<file path="config.mk">
export PLATFORM = sky130hd
export DESIGN_NAME = stream_to_credit_valid
export DESIGN_NICKNAME = d
export VERILOG_FILES = /design/src/rtl/stream_to_credit_valid.sv
export SDC_FILE = /design/constraint.sdc
export NUM_CORES = 1
export LEC_CHECK = 0
export ABC_AREA = 1
export CAP_MARGIN = 10
export CORE_AREA = 2 2 43 45
export DETAILED_ROUTE_END_ITERATION = 10
export DIE_AREA = 0 0 45 47
export PLACE_DENSITY = 0.42
export SKIP_LAST_GASP = 1
export SYNTH_ARGS = -nofsm -noshare
export SYNTH_HDL_FRONTEND = slang
export SYNTH_SLANG_ARGS = --single-unit
</file>
<file path="constraint.sdc">
create_clock -name clk_i -period 2.1 [get_ports clk_i]
set_input_delay 0.63 -clock clk_i [delete_from_list [all_inputs] [get_ports clk_i]]
set_output_delay 0.63 -clock clk_i [all_outputs]
set_load 0.03 [all_outputs]
</file>
<file path="src/rtl/stream_to_credit_valid.sv">
// rtl/stream_to_credit_valid.sv - ready/valid stream to credit-limited valid-only pulse link
// Optional macro STREAM_TO_CREDIT_VALID_OVF_CHECK_EN: sticky err_o plus assertion on credit overflow.
module stream_to_credit_valid #(
  parameter type T          = logic,
  parameter int  NumCredits = 4,
  parameter int  MinGap     = 0,
  parameter int  CntWidth   = $clog2(NumCredits + 1)
) (
  input  logic                clk_i,
  input  logic                rst_i,
  input  logic                valid_i,
  output logic                ready_o,
  input  T                    data_i,
  output logic                valid_o,
  output T                    data_o,
  input  logic                credit_i,
  output logic [CntWidth-1:0] credits_o,
  output logic                busy_o,
  output logic                err_o
);
  localparam int GapWidth = (MinGap > 0) ? $clog2(MinGap + 1) : 1;
  localparam logic [CntWidth-1:0] MaxCnt  = CntWidth'(NumCredits);
  localparam logic [GapWidth-1:0] GapLoad = GapWidth'(MinGap);

  T                    r_stage;
  logic                r_stage_valid;
  logic [CntWidth-1:0] r_cnt;
  logic [GapWidth-1:0] r_gap;
  logic                r_valid;
  T                    r_data;

  logic w_send;
  logic w_accept;
  logic w_full;

  assign w_full   = (r_cnt == MaxCnt);
  assign w_send   = r_stage_valid && (r_cnt != '0) && (r_gap == '0);
  assign ready_o  = !r_stage_valid || w_send;
  assign w_accept = valid_i && ready_o;

  assign valid_o   = r_valid;
  assign data_o    = r_data;
  assign credits_o = r_cnt;
  assign busy_o    = r_stage_valid || !w_full;

  always_ff @(posedge clk_i or posedge rst_i) begin
    if (rst_i) begin
      r_stage       <= '0;
      r_stage_valid <= 1'b0;
      r_cnt         <= MaxCnt;
      r_gap         <= '0;
      r_valid       <= 1'b0;
      r_data        <= '0;
    end else begin
      r_valid <= w_send;
      if (w_send) begin
        r_data <= r_stage;
      end

      if (w_accept) begin
        r_stage       <= data_i;
        r_stage_valid <= 1'b1;
      end else if (w_send) begin
        r_stage_valid <= 1'b0;
      end

      // A credit arriving while full is dropped, so the counter saturates.
      if (w_send && !credit_i) begin
        r_cnt <= r_cnt - CntWidth'(1);
      end else if (!w_send && credit_i && !w_full) begin
        r_cnt <= r_cnt + CntWidth'(1);
      end

      if (w_send) begin
        r_gap <= GapLoad;
      end else if (r_gap != '0) begin
        r_gap <= r_gap - GapWidth'(1);
      end
    end
  end

`ifdef STREAM_TO_CREDIT_VALID_OVF_CHECK_EN
  logic w_ovf;
  logic r_err;

  assign w_ovf = credit_i && !w_send && w_full;
  assign err_o = r_err;

  always_ff @(posedge clk_i or posedge rst_i) begin
    if (rst_i) begin
      r_err <= 1'b0;
    end else if (w_ovf) begin
      r_err <= 1'b1;
    end
  end

  a_no_credit_overflow: assert property (@(posedge clk_i) disable iff (rst_i) !w_ovf)
    else $error("credit returned while credit counter already full");
`else
  assign err_o = 1'b0;
`endif

endmodule

</file>
==> impl_metrics.json, run 1 <==
{
  "path_clk_slew_ns": 0.05,
  "hold_start": "r_stage$_DFFE_PP0P_",
  "worst-setup-path-type": "flip-flop to output port",
  "setup-tns-final_ns": 0,
  "via_per_inst": 4.000,
  "nNetsFinal": 69,
  "cts.path.max_buffers": 2,
  "outcome": "finished clean",
  "grt_overflow_total": 0,
  "vias_in_the_first_global_route": 302,
  "timing.final.setup_violations": 0,
  "setup.worst_path.end_class": "output port",
  "detail_route.first_pass.iterations": 2,
  "die_area_um2": 2115,
  "clkSinkCount": 7,
  "final_cell_mix": "sky130_fd_sc_hd__nand2_1 (12), sky130_fd_sc_hd__clkdlybuf4s50_1 (8), sky130_fd_sc_hd__inv_1 (7), sky130_fd_sc_hd__dfrtp_1 (6), sky130_fd_sc_hd__nand3_1 (4)",
  "cp-start-kind": "flip-flop",
  "worst_voltage_drop_across_the_vdd_grid_v": 0.0005753,
  "min_path_type": "flip-flop to flip-flop",
  "crit_path_max_fanout": 3,
  "globalplace.congestion": 0.6200,
  "ys_warn_count": 0,
  "critical_path.reg2reg.endpoint": "credits_o[2]$_DFFE_PP1P_",
  "postRouteWirelength_um": 679,
  "worst_skew_pair.late_latency_ns": 0.24,
  "power_frac_seq_pct": 28.0,
  "fin_worst_skew_ns": 0.0002133,
  "fp.coreArea_um2": 1652,
  "antenna-diode-count": 0,
  "chipWidth_um": 45,
  "power.combinational.fraction_pct": 58.6,
  "synth_largest_type_area_fraction_pct": 39.47,
  "io_buffers": 11,
  "synthDominantAreaCellType": "sky130_fd_sc_hd__dfrtp_1",
  "pin_count": 13,
  "synth_cell_types": 17,
  "timing.critical_path.required_ns": 1.47,
  "antenna_left": 0,
  "average_routed_wire_per_standard_cell_um": 8.595,
  "hold_viol": 0,
  "die_h_um": 47,
  "power_density_nw_per_um2": 1553,
  "r2r-start": "credits_o[2]$_DFFE_PP1P_",
  "post_synth.cell_area_avg_um2": 8.453,
  "hpwl_um": 569.5,
  "area_growth_syn_to_layout_pct": 44.41,
  "yosys-top-cells-area": "sky130_fd_sc_hd__dfrtp_1 (39%), sky130_fd_sc_hd__nand2_1 (12%), sky130_fd_sc_hd__dfstp_2 (6.9%)",
  "vias": 316,
  "final_layout_size_suffix_gt1_share_pct": 22.58,
  "critical_path_arrival_ns": 1.38,
  "synth-seq-area-share_pct": 46.38,
  "ys_ff_latch": 7,
  "fin_cells": 79,
  "detail_route.iter0.violations": 1,
  "detail_route.drc_violations": 0,
  "cts_max_level": 1,
  "timing_max_transition_violations_final": 0,
  "initial_core_util_pct": 23.03,
  "final_min_period_over_clock_period_pct": 95.62,
  "power.net_switching_mw": 0.3829,
  "worstRegToRegCells": 12,
  "power.internal_mw": 0.4704,
  "placed_cells_incl_taps": 75,
  "hold_end": "data_o$_DFFE_PP0N_",
  "ctsRootBufferMaster": "sky130_fd_sc_hd__clkbuf_4",
  "leading_cell_type_in_the_layout_fill_and_taps_excluded": "sky130_fd_sc_hd__nand2_1",
  "cts_made_buffers": 3,
  "sw_frac_of_total_pct": 44.87,
  "rows": 15,
  "number_of_antenna_violations_at_the_first_check_in_global_routing": 0,
  "mappedNetlistNets": 51,
  "tritoncts": "yes",
  "leakage_power_summed_over_all_cells_nw": 0.2848,
  "pin_count_of_the_biggest_net_entering_global_routing": 8,
  "grt_setup_unrepaired": "false",
  "synthesis.area_um2": 380.4,
  "holdPathStages": 2,
  "grt_pass1_wl_um": 1138,
  "power_frac_clock_pct": 13.4,
  "cts_hold_buffers": 0,
  "achievable-frequency_ghz": 0.4980,
  "ff2ff_setup_slack_ns": 0.43,
  "maxCapViolations": 0,
  "gr-usage-all-layers_pct": 7.958,
  "period_needed_ns": 2.008,
  "finalCoreUtilization_pct": 33.26,
  "synthesis.instances": 45
}
==> cells by family (layout without fill, tap and decap cells) <==
family                   Yosys count  after routing  synth area share, %
AO/OA/AOI/OAI                      2              2                2.629
buffers and inverters             10             27                10.86
adder cells (fa/ha/maj)            1              1                5.263
XOR/XNOR                           1              1                2.303
flip-flops                         7              7                46.38
other                              1              1               0.9859
AND/OR/NAND/NOR                   23             23                31.58
==> critical path, cell delays in order, from the launching register on <==
cell and delay, ns:
sky130_fd_sc_hd__dfrtp_1 0.36, sky130_fd_sc_hd__buf_4 0.13, sky130_fd_sc_hd__clkdlybuf4s50_1 0.66
==> registers in the layout (all words and copies together), names as in the netlist <==
name	flops
valid_o	1
r_stage_valid	1
credits_o	3
data_o	1
r_stage	1
==> routing by layer <==
layer | up-vias | track usage [%] | wire, µm
li1 | 169 | - | -
met1 | 136 | 8.726 | 314
met2 | 9 | 12.29 | 310
met3 | 2 | 1.538 | 42
met4 | 0 | 8.824 | 12
met5 | - | 0 | 0
==> per-stage QoR <==
stage | setup slack [ns] | hold WS [ns] | total power [mW] | area (µm²)
4_1_cts | 0.07681 | 0.4930 | 0.8710 | 549.3
6_report | 0.09190 | 0.4834 | 0.8533 | 549.3
5_1_grt | 0.01675 | 0.5103 | 0.9253 | 549.3
3_3_place_gp | 0.04306 | 0.4705 | 0.7667 | 526.8
3_5_place_dp | 0.04115 | 0.4759 | 0.7608 | 526.8
2_1_floorplan | 0.3682 | 0.4327 | 0.5664 | 380.4
==> cells in the mapped netlist, drive strengths merged <==
cell and count:
nand2 16, inv 9, dfrtp 6, nand3 4
a21oi 1, buf 1, conb 1, dfstp 1
fa 1, nand3b 1, nand4 1, nor2 1
o21ai 1, xor2 1
==> final cells by class <==
| class | count | area [µm²] |
|---|---|---|
| fillers | 184 | 1102 |
| flip-flops and latches | 7 | 176.4 |
| multi-input cells | 28 | 162.7 |
| repair buffers | 14 | 128.9 |
| inverters | 9 | 33.78 |
| clock buffers | 4 | 26.28 |
| well taps | 17 | 21.27 |
==> worst max-delay path by stage <==
| stage | start | endpoint |
|---|---|---|
| after floorplan | credits_o[2]$_DFFE_PP1P_ | credits_o[2]$_DFFE_PP1P_ |
| after global placement | credit_i | credits_o[2]$_DFFE_PP1P_ |
| after detailed placement | credit_i | credits_o[2]$_DFFE_PP1P_ |
| after CTS | credits_o[0]$_DFFE_PP0P_ | credits_o[0] |
| after global routing | credits_o[1]$_DFFE_PP0P_ | ready_o |
| final | credits_o[0]$_DFFE_PP0P_ | credits_o[0] |
==> power groups by stage <==
stage / combinational (mW) / sequential, mW / clock (mW)
floorplan: 0.226 / 0.341 / 0
global placement: 0.527 / 0.240 / 0
detailed placement: 0.521 / 0.240 / 0
CTS: 0.510 / 0.240 / 0.122
global route: 0.555 / 0.245 / 0.125
finish: 0.500 / 0.239 / 0.115
==> timing repair <==
| item | CTS | global route |
|---|---|---|
| setup endpoints to repair | 3 | 0 |
| gates resized for setup | 3 | 0 |
| buffers inserted | 0 | 0 |
| hold endpoints to repair | 0 | 0 |
(Power assumes the default switching activity.)
==> run 2, diff against run 1 <==
- HOLD_SLACK_MARGIN: default -> 0.03
==> results of run 2 <==
Final layout, timing and power as in run 1 (identical DEF).
==> run 3, diff against run 2 <==
- clock period: 2.1 -> 2.5 ns (I/O delays scaled with it)
==> impl_metrics.json, run 3 (synthesized netlist as in run 1, its figures left out) <==
{
  "outcome": "finished clean",
  "grt_busiest_layer": "met2",
  "worst_path_max_stage_delay_ns": 0.60,
  "cts_max_level": 1,
  "met1_usage_pct": 9.005,
  "cts_hold_buffers": 0,
  "antenna-diode-count": 0,
  "layout.cell_area.non_filler_um2": 533.0,
  "post_cts_setup_buffer_count": 0,
  "cells_along_the_critical_path": "nor2_2 > nand3b_1 > clkdlybuf4s50_1",
  "io_buffers": 11,
  "timing.critical_path.slowest_stage_cell": "sky130_fd_sc_hd__clkdlybuf4s50_1",
  "chipWidth_um": 45,
  "number_of_antenna_violations_at_the_first_check_in_global_routing": 0,
  "fin_worst_skew_ns": 0.001618,
  "rows": 15,
  "timing.final.setup_violations": 0,
  "grt_pass1_wl_um": 1117,
  "multi_input_comb_area_um2": 162.7,
  "final_cell_mix": "sky130_fd_sc_hd__nand2_1 (12), sky130_fd_sc_hd__clkdlybuf4s50_1 (10), sky130_fd_sc_hd__inv_1 (7), sky130_fd_sc_hd__dfrtp_1 (6), sky130_fd_sc_hd__nand3_1 (4)",
  "nNetsFinal": 66,
  "leading_cell_type_in_the_layout_fill_and_taps_excluded": "sky130_fd_sc_hd__nand2_1",
  "globalplace.congestion": 0.5917,
  "setup-tns-final_ns": 0,
  "period_needed_ns": 2.281,
  "postRouteWirelength_um": 659,
  "critical_path_arrival_ns": 1.53,
  "grt_setup_unrepaired": "false",
  "clkSinkCount": 7,
  "gr-usage-all-layers_pct": 7.890,
  "dpl_cell_area_um2": 504.2,
  "hold_viol": 0,
  "power_density_nw_per_um2": 1312,
  "timing_max_transition_violations_final": 0,
  "initial_core_util_pct": 23.03,
  "average_routed_wire_per_standard_cell_um": 8.671,
  "detail_route.iter0.violations": 6,
  "via_per_inst": 3.974,
  "pin_count": 13,
  "detail_route.first_pass.iterations": 2,
  "final_layout_size_suffix_gt1_share_pct": 18.64,
  "largest_register_ffs": 3,
  "final_min_period_over_clock_period_pct": 91.22,
  "ctsRootBufferMaster": "sky130_fd_sc_hd__clkbuf_4",
  "worst-setup-path-type": "flip-flop to output port",
  "layout.filler_cells": 192,
  "worst_voltage_drop_across_the_vdd_grid_v": 0.0004779,
  "area_growth_syn_to_layout_pct": 40.13,
  "global_route.usage.met2_pct": 12.00,
  "min_path_type": "flip-flop to flip-flop",
  "grt_overflow_total": 0,
  "timing.critical_path.required_ns": 1.75,
  "worst-path-buf-inv": 1,
  "cp-start-kind": "flip-flop",
  "die_area_um2": 2115,
  "die_h_um": 47,
  "hpwl_um": 524.4,
  "path_clk_slew_ns": 0.05,
  "cts.repair.resized": 0,
  "leakage_power_summed_over_all_cells_nw": 0.2744,
  "vias_in_the_first_global_route": 293,
  "setup.worst_path.end_class": "output port",
  "global_route.usage.met3_pct": 2.308,
  "tritoncts": "yes",
  "achievable-frequency_ghz": 0.4385,
  "vias": 302,
  "worst_skew_pair.late_latency_ns": 0.24,
  "crit_path_max_fanout": 4,
  "detail_route.drc_violations": 0,
  "fp.coreArea_um2": 1652,
  "critical-path-top-delay-family": "buffers and inverters",
  "maxCapViolations": 0,
  "cts.path.max_buffers": 2,
  "pin_count_of_the_biggest_net_entering_global_routing": 8,
  "storage_cell_area_um2": 176.4,
  "cts_made_buffers": 3,
  "antenna_left": 0
}
run 3: cell count changes in the layout (fill, tap and decap cells not counted), sizes merged:
cell | previous run | this run
buf | 3 | 0
dlygate4sd2 | 3 | 0
clkdlybuf4s50 | 8 | 10
dlymetal6s2s | 0 | 1
run 3: layout make-up:
| cell class | instances | area share (%) |
|---|---|---|
| clock buffers | 4 | 4.930 |
| inverters | 9 | 6.338 |
| well taps | 17 | 3.991 |
| flip-flops and latches | 7 | 33.10 |
| multi-input cells | 28 | 30.52 |
| repair buffers | 11 | 21.13 |
run 3: power by group:
part           total, mW  switching, mW  leakage (nW)  internal (mW)
logic              0.388          0.234         0.177          0.154
clock network     0.0995         0.0388        0.0150         0.0607
registers          0.212         0.0434        0.0827          0.168
total              0.699          0.317         0.274          0.382
run 3: final timing paths:
path | cells past startpoint | slack (ns) | to | from
min in group asynchronous | 2 | 0.73 | r_stage$_DFFE_PP0P_ | rst_i
max reg2reg | 12 | 0.80 | credits_o[2]$_DFFE_PP1P_ | credits_o[2]$_DFFE_PP1P_
min | 2 | 0.49 | r_stage$_DFFE_PP0P_ | r_stage$_DFFE_PP0P_
max | 3 | 0.22 | busy_o | credits_o[0]$_DFFE_PP0P_
min reg2reg | 2 | 0.49 | r_stage$_DFFE_PP0P_ | r_stage$_DFFE_PP0P_
max in group asynchronous | 2 | 1.51 | credits_o[2]$_DFFE_PP1P_ | rst_i
run 3: per-layer routing:
layer | routed length [µm] | part of all wire, %
met5 | 0 | 0
met4 | 0 | 0
met3 | 37 | 5.6
met2 | 324 | 49
met1 | 297 | 45
run 3: metrics by stage:
step	cells	total power, mW	utilization (%)	setup WS, ns	hold slack, ns
after detailed placement	72	0.6069	30.53	0.3106	0.4692
final	76	0.6991	32.27	0.2194	0.4854
after global routing	76	0.7684	32.27	0.1142	0.5309
after floorplan	45	0.4758	-	0.7258	0.4422
after global placement	72	0.6141	30.53	0.2945	0.4674
after CTS	76	0.7154	32.12	0.02425	0.4827
run 3: worst reg2reg max path: stages, from the launching register on:
cell and delay [ns]:
sky130_fd_sc_hd__dfstp_2 0.56, sky130_fd_sc_hd__inv_2 0.05, sky130_fd_sc_hd__nand2_2 0.09, sky130_fd_sc_hd__nand2_4 0.06, sky130_fd_sc_hd__inv_2 0.09, sky130_fd_sc_hd__nand2_4 0.05, sky130_fd_sc_hd__fa_1 0.38, sky130_fd_sc_hd__inv_1 0.06
sky130_fd_sc_hd__nand3_1 0.09, sky130_fd_sc_hd__nand2_1 0.07, sky130_fd_sc_hd__nand2_1 0.04, sky130_fd_sc_hd__nand2_1 0.05, sky130_fd_sc_hd__inv_1 0.04
